===== src/rtl/scs8hd_dlyline_tap_ctrl_if.sv =====
// Request/tap bundle between delay-trim config logic (master) and the tap sequencer (slave).
interface scs8hd_dlyline_tap_ctrl_if #(
    parameter int TAP_W = 5
) ();
    logic             req;
    logic [TAP_W-1:0] target;
    logic [TAP_W-1:0] tap;
    logic             step_strobe;
    logic             busy;
    logic             ack;
    logic             err;

    modport master (
        output req, target,
        input  tap, step_strobe, busy, ack, err
    );

    modport slave (
        input  req, target,
        output tap, step_strobe, busy, ack, err
    );
endinterface


===== src/rtl/scs8hd_dlyline_tap_ctrl.sv =====
// Walks the delay-line tap select to a requested target one tap per step, with a settle gap.
// Optional macro DLYCTRL_SATURATE_EN: clamp out-of-range targets instead of rejecting them.
module scs8hd_dlyline_tap_ctrl #(
    parameter int TAP_W    = 5,
    parameter int MAX_TAP  = 31,
    parameter int SETTLE   = 4,
    parameter int SETTLE_W = 3
) (
    input  logic                          clk,
    input  logic                          reset,
    scs8hd_dlyline_tap_ctrl_if.slave      bus
);

    localparam logic [1:0] S_IDLE   = 2'd0;
    localparam logic [1:0] S_STEP   = 2'd1;
    localparam logic [1:0] S_SETTLE = 2'd2;
    localparam logic [1:0] S_DONE   = 2'd3;

    localparam logic [TAP_W-1:0]    MAX_T     = TAP_W'(MAX_TAP);
    localparam logic [TAP_W-1:0]    TAP_ONE   = TAP_W'(1);
    localparam logic [SETTLE_W-1:0] SETTLE_LD = SETTLE_W'(SETTLE);
    localparam logic [SETTLE_W-1:0] CNT_ONE   = SETTLE_W'(1);

    logic [1:0]          r_state;
    logic [TAP_W-1:0]    r_tgt;
    logic [TAP_W-1:0]    r_tap;
    logic [SETTLE_W-1:0] r_cnt;
    logic                r_strobe;
    logic                r_busy;
    logic                r_ack;
    logic                r_err;

    logic [TAP_W-1:0]    w_tgt_in;
    logic                w_bad;
    logic                w_up;

    always_comb begin
`ifdef DLYCTRL_SATURATE_EN
        w_tgt_in = (bus.target > MAX_T) ? MAX_T : bus.target;
        w_bad    = 1'b0;
`else
        w_tgt_in = bus.target;
        w_bad    = (bus.target > MAX_T);
`endif
    end

    assign w_up = (r_tgt > r_tap);

    always_ff @(posedge clk) begin
        if (reset) begin
            r_state  <= S_IDLE;
            r_tgt    <= '0;
            r_tap    <= '0;
            r_cnt    <= '0;
            r_strobe <= 1'b0;
            r_busy   <= 1'b0;
            r_ack    <= 1'b0;
            r_err    <= 1'b0;
        end else begin
            r_strobe <= 1'b0;
            r_ack    <= 1'b0;
            r_err    <= 1'b0;
            case (r_state)
                S_IDLE: begin
                    if (bus.req) begin
                        if (w_bad) begin
                            r_state <= S_DONE;
                            r_ack   <= 1'b1;
                            r_err   <= 1'b1;
                        end else if (w_tgt_in == r_tap) begin
                            r_tgt   <= w_tgt_in;
                            r_state <= S_DONE;
                            r_ack   <= 1'b1;
                        end else begin
                            r_tgt   <= w_tgt_in;
                            r_state <= S_STEP;
                            r_busy  <= 1'b1;
                        end
                    end
                end
                S_STEP: begin
                    // Target is always in range and differs from tap here, so no wrap is possible.
                    r_tap    <= w_up ? (r_tap + TAP_ONE) : (r_tap - TAP_ONE);
                    r_cnt    <= SETTLE_LD;
                    r_strobe <= 1'b1;
                    r_state  <= S_SETTLE;
                end
                S_SETTLE: begin
                    r_cnt <= r_cnt - CNT_ONE;
                    if (r_cnt == CNT_ONE) begin
                        if (r_tap == r_tgt) begin
                            r_state <= S_DONE;
                            r_busy  <= 1'b0;
                            r_ack   <= 1'b1;
                        end else begin
                            r_state <= S_STEP;
                        end
                    end
                end
                S_DONE: begin
                    r_state <= S_IDLE;
                end
                default: begin
                    r_state <= S_IDLE;
                    r_busy  <= 1'b0;
                end
            endcase
        end
    end

    assign bus.tap         = r_tap;
    assign bus.step_strobe = r_strobe;
    assign bus.busy        = r_busy;
    assign bus.ack         = r_ack;
    assign bus.err         = r_err;

endmodule


===== src/flat_wrapper.sv =====
// flat-port wrapper written by rule: the top's interface ports become plain ports
module scs8hd_dlyline_tap_ctrl_flat 
#(
    parameter int TAP_W    = 5,
    parameter int MAX_TAP  = 31,
    parameter int SETTLE   = 4,
    parameter int SETTLE_W = 3
)
  (clk, reset, bus_req, bus_target, bus_tap, bus_step_strobe, bus_busy, bus_ack, bus_err);
  scs8hd_dlyline_tap_ctrl_if #(.TAP_W(TAP_W)) bus_i ();
  input  logic clk;
  input  logic reset;
  input wire logic [$bits(bus_i.req)-1:0] bus_req;
  input wire logic [$bits(bus_i.target)-1:0] bus_target;
  output wire logic [$bits(bus_i.tap)-1:0] bus_tap;
  output wire logic [$bits(bus_i.step_strobe)-1:0] bus_step_strobe;
  output wire logic [$bits(bus_i.busy)-1:0] bus_busy;
  output wire logic [$bits(bus_i.ack)-1:0] bus_ack;
  output wire logic [$bits(bus_i.err)-1:0] bus_err;
  assign bus_i.req = bus_req;
  assign bus_i.target = bus_target;
  assign bus_tap = bus_i.tap;
  assign bus_step_strobe = bus_i.step_strobe;
  assign bus_busy = bus_i.busy;
  assign bus_ack = bus_i.ack;
  assign bus_err = bus_i.err;
  scs8hd_dlyline_tap_ctrl #(.TAP_W(TAP_W), .MAX_TAP(MAX_TAP), .SETTLE(SETTLE), .SETTLE_W(SETTLE_W)) u_core (.clk(clk), .reset(reset), .bus(bus_i));
endmodule

===== config.mk =====
export PLATFORM = sky130hd
export DESIGN_NAME = scs8hd_dlyline_tap_ctrl_flat
export DESIGN_NICKNAME = d
export VERILOG_FILES = /design/src/rtl/scs8hd_dlyline_tap_ctrl_if.sv /design/src/rtl/scs8hd_dlyline_tap_ctrl.sv /design/src/flat_wrapper.sv
export SDC_FILE = /design/constraint.sdc
export NUM_CORES = 1
export LEC_CHECK = 0
export BUFFER_PORTS_ARGS = -buffer_cell sky130_fd_sc_hd__buf_2
export CORE_MARGIN = 2
export CORE_UTILIZATION = 55
export DETAILED_ROUTE_END_ITERATION = 6
export PLACE_DENSITY = 0.77
export SYNTH_ARGS = -nofsm -noshare
export SYNTH_HDL_FRONTEND = slang
export SYNTH_SLANG_ARGS = --single-unit

===== constraint.sdc =====
create_clock -name clk -period 3.2 [get_ports clk]
set_input_delay 0 -clock clk [delete_from_list [all_inputs] [get_ports clk]]
set_output_delay 0 -clock clk [all_outputs]
set_load 0.1 [all_outputs]

==> results.md, run 1 <==
- Post-DP Area: around 1200 µm²
- Worst-path clk slew: around 0.11 ns
- Fin crit share: 91.4%
- Mean post-synth cell area: between 8 and 9 µm²
- Maxcap violations: 0
- Largest area contributor in the netlist: dfxtp_1
- Cell variety after synth: 31
- Initial antenna violation count: 0
- Share of cells above drive strength 1: between 10% and 20%
- Vias in the first global route: 908
- Critical Path Source Type: flip-flop
- Core Util, Final: about two thirds
- Area grow syn2layout: 15.2%
- Setup_tns: 0 ns
- Worst EP required: approximately 3.4 ns
- CP Cell Sequence: inv_1 -> ha_1 -> and3_1 -> a31oi_1 -> o31ai_4 -> ha_1 -> nor2b_1 -> o21a_1 -> or3b_1 -> mux2i_1 -> mux2_1
- Vias/cell: approximately 5.4
- Port Buffers: 16
- Die Y-Extent: 49.6 µm
- Most used cell, CP: ha_1
- Arrival time at the worst endpoint: 3.12 ns
- Setup violators final: 0
- Most frequent cells in the layout: buf_2 (16), ha_1 (14), dfxtp_1 (14)
- Max Clk Rate: ~340 MHz
- I/O pin count: 17
- Initial core utilization: 58.2%
- TritonRoute pass-1 iters: 4
- TritonCTS clock tree: built
- Clk root buf: clkbuf_4
- Worst-path maximum fanout: 6
- Post-route cell area: roughly 1300 µm²
- GRT Total Usage: 21.1%
- Area share of the largest cell type after synthesis: around 33%
- DP HPWL: about 1700 µm
- Routed via count: 977
- Site Rows: 16
- Core ar.: roughly 2000 µm²
- Clock latency on the worst-skew pair: about 0.30 ns
- Cts bufs inserted: 3
- Yosys warning total: 0
- Die Width: 49.6 µm
- Remaining global-route overflow: 0
- Post-synthesis sequential area ratio: 33.3%
- # DRC: 0
- CP Class: reg2reg
- First DRT Iteration DRCs: 31
- Clock buffer depth: 2
- H-Tree Depth: 1
- Most common cell after layout, fill and taps aside: buf_2
- Die ar.: ~2500 µm²
- Global-route wire length before repair: roughly 4000 µm
- RSZ-0062 raised after global routing: no
- Gp weighted congestion: 0.806
- Largest cells by area after synthesis: dfxtp_1 (33%), ha_1 (15%), a21oi_1 (4.8%), nand3_1 (4.4%), inv_1 (3.9%)
- Slew Viols, Final: 0
- CP peak stage delay: 0.40 ns
- CP Capture Type: flip-flop
- Final Critical Period: 2.92 ns
- Status: complete, no violations
- Synthesized area: 1140 µm²
- Largest net degree at the start of global routing: 20
- Fin Clk Skew: about 0.0057 ns
- Num Clock Sinks: 19
- Wire per inst: 12.5 µm
- Syn Inst Count: around 140
- Final ANT Viol Nets: 0
- ANT cells: 0
- CP max stage cell: dfxtp_2
- Fillers: between 150 and 200
- HP Class: in2reg
- Syn nets: around 160
- WL final: between 2000 and 2500 µm
- Layout Nets: approximately 180
- Synth Register Bits: 19
- Final hold violation count: 0
[path summary, 6_finish.rpt]
path	cells past startpoint	slack, ns	end	from
setup / recovery	11	0.28	u_core.bus.tap[4]	u_core.bus.tap[2]
hold / removal	3	0.04	u_core.r_tgt[0]	bus_req
setup reg to reg	11	0.28	u_core.bus.tap[4]	u_core.bus.tap[2]
hold reg to reg	2	0.48	u_core.r_tgt[0]	u_core.r_tgt[0]
[flip-flops by register name (all words and copies together) (netlist names)]
register                count
u_core.bus.busy             1
u_core.bus.ack              1
u_core.bus.err              1
u_core.r_cnt                3
u_core.r_tgt                5
u_core.bus.tap              5
u_core.bus.step_strobe      1
u_core.r_state              2
[critical path, delay by kind of cell, from the launching register on]
family                   cells  cell delay [ns]
AND/OR/NAND/NOR              3             0.66
AO/OA/AOI/OAI                3             0.60
multiplexers                 2             0.48
adder cells (fa/ha/maj)      2             0.62
flip-flops                   1             0.40
buffers and inverters        1             0.06
[what timing repair did]
item	4_1_cts	5_1_grt
endpoints found under the hold margin	5	0
gates resized for setup	0	0
hold buffers	5	0
setup buffers	0	0
[layer usage]
| metal | vias up | share of wire (%) | GRT usage, % | wire length, µm |
|---|---|---|---|---|
| li1 | 496 | - | - | - |
| met1 | 458 | 45 | 25.0 | 1010 |
| met2 | 19 | 52 | 37.8 | 1180 |
| met3 | 4 | 2.4 | 3.94 | 54 |
| met4 | 0 | 1.1 | 7.41 | 25 |
| met5 | - | 0 | 0 | 0 |
[cells in the mapped netlist]
master,number
dfxtp_1,19
ha_1,14
inv_1,12
nor2_1,12
a21oi_1,11
nand2_1,11
nand3_1,10
nand2b_1,5
xnor2_1,5
buf_2,3
mux2i_1,3
nor2b_1,3
o21ai_0,3
xor2_1,3
a31oi_1,2
clkbuf_1,2
nor3_1,2
or3_1,2
a211oi_1,1
a2bb2oi_1,1
a41o_1,1
and3_1,1
conb_1,1
fa_1,1
mux2_1,1
nand4_1,1
o21a_1,1
o22ai_1,1
o31a_1,1
o31ai_4,1
or3b_1,1
[stage by stage]
stage	std cells	setup WS [ns]	hold WS, ns
4_1_cts	182	0.267	0.0271
3_5_place_dp	173	0.279	0.282
6_report	182	0.276	0.0410
5_1_grt	182	0.112	0.0249
2_1_floorplan	135	0.0364	0.147
3_3_place_gp	173	0.375	0.273
[kinds of logic after synthesis]
group                    synth area share (%)
flip-flops                               33.3
buffers and inverters                    5.92
XOR/XNOR                                 6.14
other                                   0.329
multiplexers                             3.62
AO/OA/AOI/OAI                            13.4
AND/OR/NAND/NOR                          20.2
adder cells (fa/ha/maj)                  17.1
[area by class of cell]
| cell class | count | area [µm²] | share of cell area (%) |
|---|---|---|---|
| multi-input combinational | 99 | 693 | 52.7 |
| sequential | 19 | 387 | 29.4 |
| timing repair buffer | 21 | 130 | 9.90 |
| inverter | 12 | 45.0 | 3.43 |
| tap | 27 | 33.8 | 2.57 |
| clock buffer | 4 | 26.3 | 2.00 |
Power of run 1 is left out: the tool's default activity adds up to more than one toggle a clock period on the data nets, which glitch-free logic cannot reach.
==> run 2, diff against run 1 <==
CELL_PAD_IN_SITES_DETAIL_PLACEMENT = 2   (was not set)
CELL_PAD_IN_SITES_GLOBAL_PLACEMENT = 2   (was not set)
CORE_UTILIZATION = 33   (was 55)
GPL_TIMING_DRIVEN = 0   (was not set)
PLACE_DENSITY = not set   (was 0.77)
PLACE_DENSITY_LB_ADDON = 0.1   (was not set)
==> results.md, run 2 (same netlist as run 1, synthesis figures left out) <==
- Status: complete, no violations
- Worst path bufs/invs: 1 (unchanged)
- Final hold violation count: 0 (unchanged)
- Cts bufs inserted: 3 (unchanged)
- Vias/cell: 4.82 (-10%)
- Slew @ Worst Pin: between 0.5 and 0.6 ns
- PostCTS Resize Cnt: 0 (unchanged)
- Largest net degree at the start of global routing: 11 (-45%)
- Area grow syn2layout: 18.4%
- Clock latency on the worst-skew pair: 0.30 ns (about the same)
- WHS Endpoint: u_core.r_tgt[2]
- Initial antenna violation count: 0 (unchanged)
- Slew Viols, Final: 0 (unchanged)
- FF+latch area: 387 µm² (unchanged)
- GRT Total Usage: 15.4% (-5.8 points)
- HP Class: in2reg
- Area of the multi-input gates: 693 µm² (unchanged)
- Final Critical Period: 3.03 ns (+0.103 ns)
- Most used cell, CP: ha_1
- CP Cell Sequence: inv_1 -> ha_1 -> and3_1 -> a31oi_1 -> o31ai_4 -> ha_1 -> nor2b_1 -> o21a_1 -> or3b_1 -> mux2i_1 -> mux2_1
- Hold Path Cell Cnt: 3 (unchanged)
- Die Width: 62.8 µm (+27%)
- DP HPWL: 2290 µm (+34%)
- Setup_tns: 0 ns (unchanged)
- Wire per inst: 14.4 µm (+15%)
- RSZ-0062 raised after global routing: no
- Core ar.: 3340 µm² (+70%)
- CP Capture Type: flip-flop
- Setup violators final: 0 (unchanged)
- Max Clk Rate: 330 MHz (-3.4%)
- Remaining global-route overflow: 0 (unchanged)
- Port Buffers: 14 (-2)
- Die ar.: 3940 µm² (+61%)
- Fin Clk Skew: 0.00440 ns (-0.00132 ns)
- Most frequent cells in the layout: buf_2 (17), ha_1 (14), dfxtp_1 (14)
- Most common cell after layout, fill and taps aside: buf_2
- Layout Nets: 182 (+1.7%)
- Worst reg2reg setup slack: 0.17 ns (-0.10 ns)
- Share of cells above drive strength 1: 16.5% (+0.33 points)
- R2r worst-path depth: 11 (unchanged)
- Maxcap violations: 0 (unchanged)
- Final ANT Viol Nets: 0 (unchanged)
- Worst-path maximum fanout: 6 (unchanged)
- Vias in the first global route: 992 (+9.3%)
- # DRC: 0 (unchanged)
- I/O pin count: 17 (unchanged)
- Site Rows: 21 (+5)
- Initial core utilization: 34.2% (-24 points)
- Worst EP required: 3.39 ns (about the same)
- Critical R2R Capture: u_core.bus.tap[4]
- Max-slew headroom: between 60% and 70%
- Num Clock Sinks: 19 (unchanged)
- CP max stage cell: dfxtp_2
- Hold_sp: bus_req
- H-Tree Depth: 1 (unchanged)
- Routed via count: 983 (+0.61%)
- Worst-path clk slew: 0.12 ns (about the same)
- Fillers: 399 (+120%)
- Clock buffer depth: 2 (unchanged)
- TritonCTS clock tree: built
- Top delay family on crit path: simple AND/OR/NAND/NOR gates
- CP peak stage delay: 0.41 ns (about the same)
- Reg2reg start: u_core.bus.tap[2]
- CP Class: reg2reg
- Global-route wire length before repair: 4750 µm (+18%)
- First DRT Iteration DRCs: 18 (-42%)
- Post-CTS Setup Inserts: 0 (unchanged)
- Fin crit share: 94.6% (+3.2 points)
- Gp weighted congestion: 0.744 (-7.7%)
- WL final: 2940 µm (+29%)
- ANT cells: 0 (unchanged)
- Arrival time at the worst endpoint: 3.22 ns (+0.10 ns)
- Critical Path Source Type: flip-flop
- TritonRoute pass-1 iters: 4 (unchanged)
- Die Y-Extent: 62.8 µm (+27%)
- Clk root buf: clkbuf_4
==> run 2: area by class of cell <==
cell class	instances	share of cell area, %
plain buffers	5	1.67
clock buffers	4	1.94
inverters	12	3.33
multi-input cells	99	51.3
flip-flops and latches	19	28.6
well taps	46	4.26
repair buffers	19	8.89
==> run 2: how the worst max path moves through the flow <==
stage,from,endpoint,slack (ns),cells after the start
CTS,u_core.bus.tap[2],u_core.bus.tap[4],0.16,11
detailed placement,u_core.bus.tap[2],u_core.bus.tap[4],0.18,11
global route,u_core.bus.tap[2],u_core.bus.tap[4],0.02,11
floorplan,u_core.bus.tap[4],u_core.bus.tap[4],0.04,11
finish,u_core.bus.tap[2],u_core.bus.tap[4],0.17,11
global placement,u_core.bus.tap[2],u_core.bus.tap[4],0.28,11
==> run 2: stage by stage <==
| step | setup slack (ns) | hold slack (ns) | cells | utilization (%) | instance area, µm² |
|---|---|---|---|---|---|
| floorplan | 0.0364 | 0.147 | 135 | - | 1150 |
| global placement | 0.276 | 0.275 | 195 | 38.2 | 1270 |
| detailed placement | 0.175 | 0.283 | 195 | 38.2 | 1270 |
| CTS | 0.157 | 0.0344 | 204 | 40.5 | 1350 |
| global route | 0.0182 | 0.0252 | 204 | 40.5 | 1350 |
| finish | 0.173 | 0.0380 | 204 | 40.5 | 1350 |
==> run 2: layer usage <==
metal / vias up / share of wire [%] / wire length, µm / GRT usage, %
met5: - / 0 / 0 / 0
met4: 0 / 0.68 / 20 / 4.17
met3: 2 / 1.3 / 39 / 2.16
met2: 7 / 52 / 1540 / 28.9
met1: 474 / 46 / 1340 / 18.0
li1: 500 / - / - / -
==> run 2: worst min-delay path: stages <==
cell     delay, ns
buf_2         0.15
nand3_1       0.09
a21oi_1       0.05
==> run 2: timing repair <==
action	in CTS	in global routing
hold buffers	5	0
endpoints found under the hold margin	5	0
setup endpoints to repair	0	0
Power of run 2 is left out for the same reason.
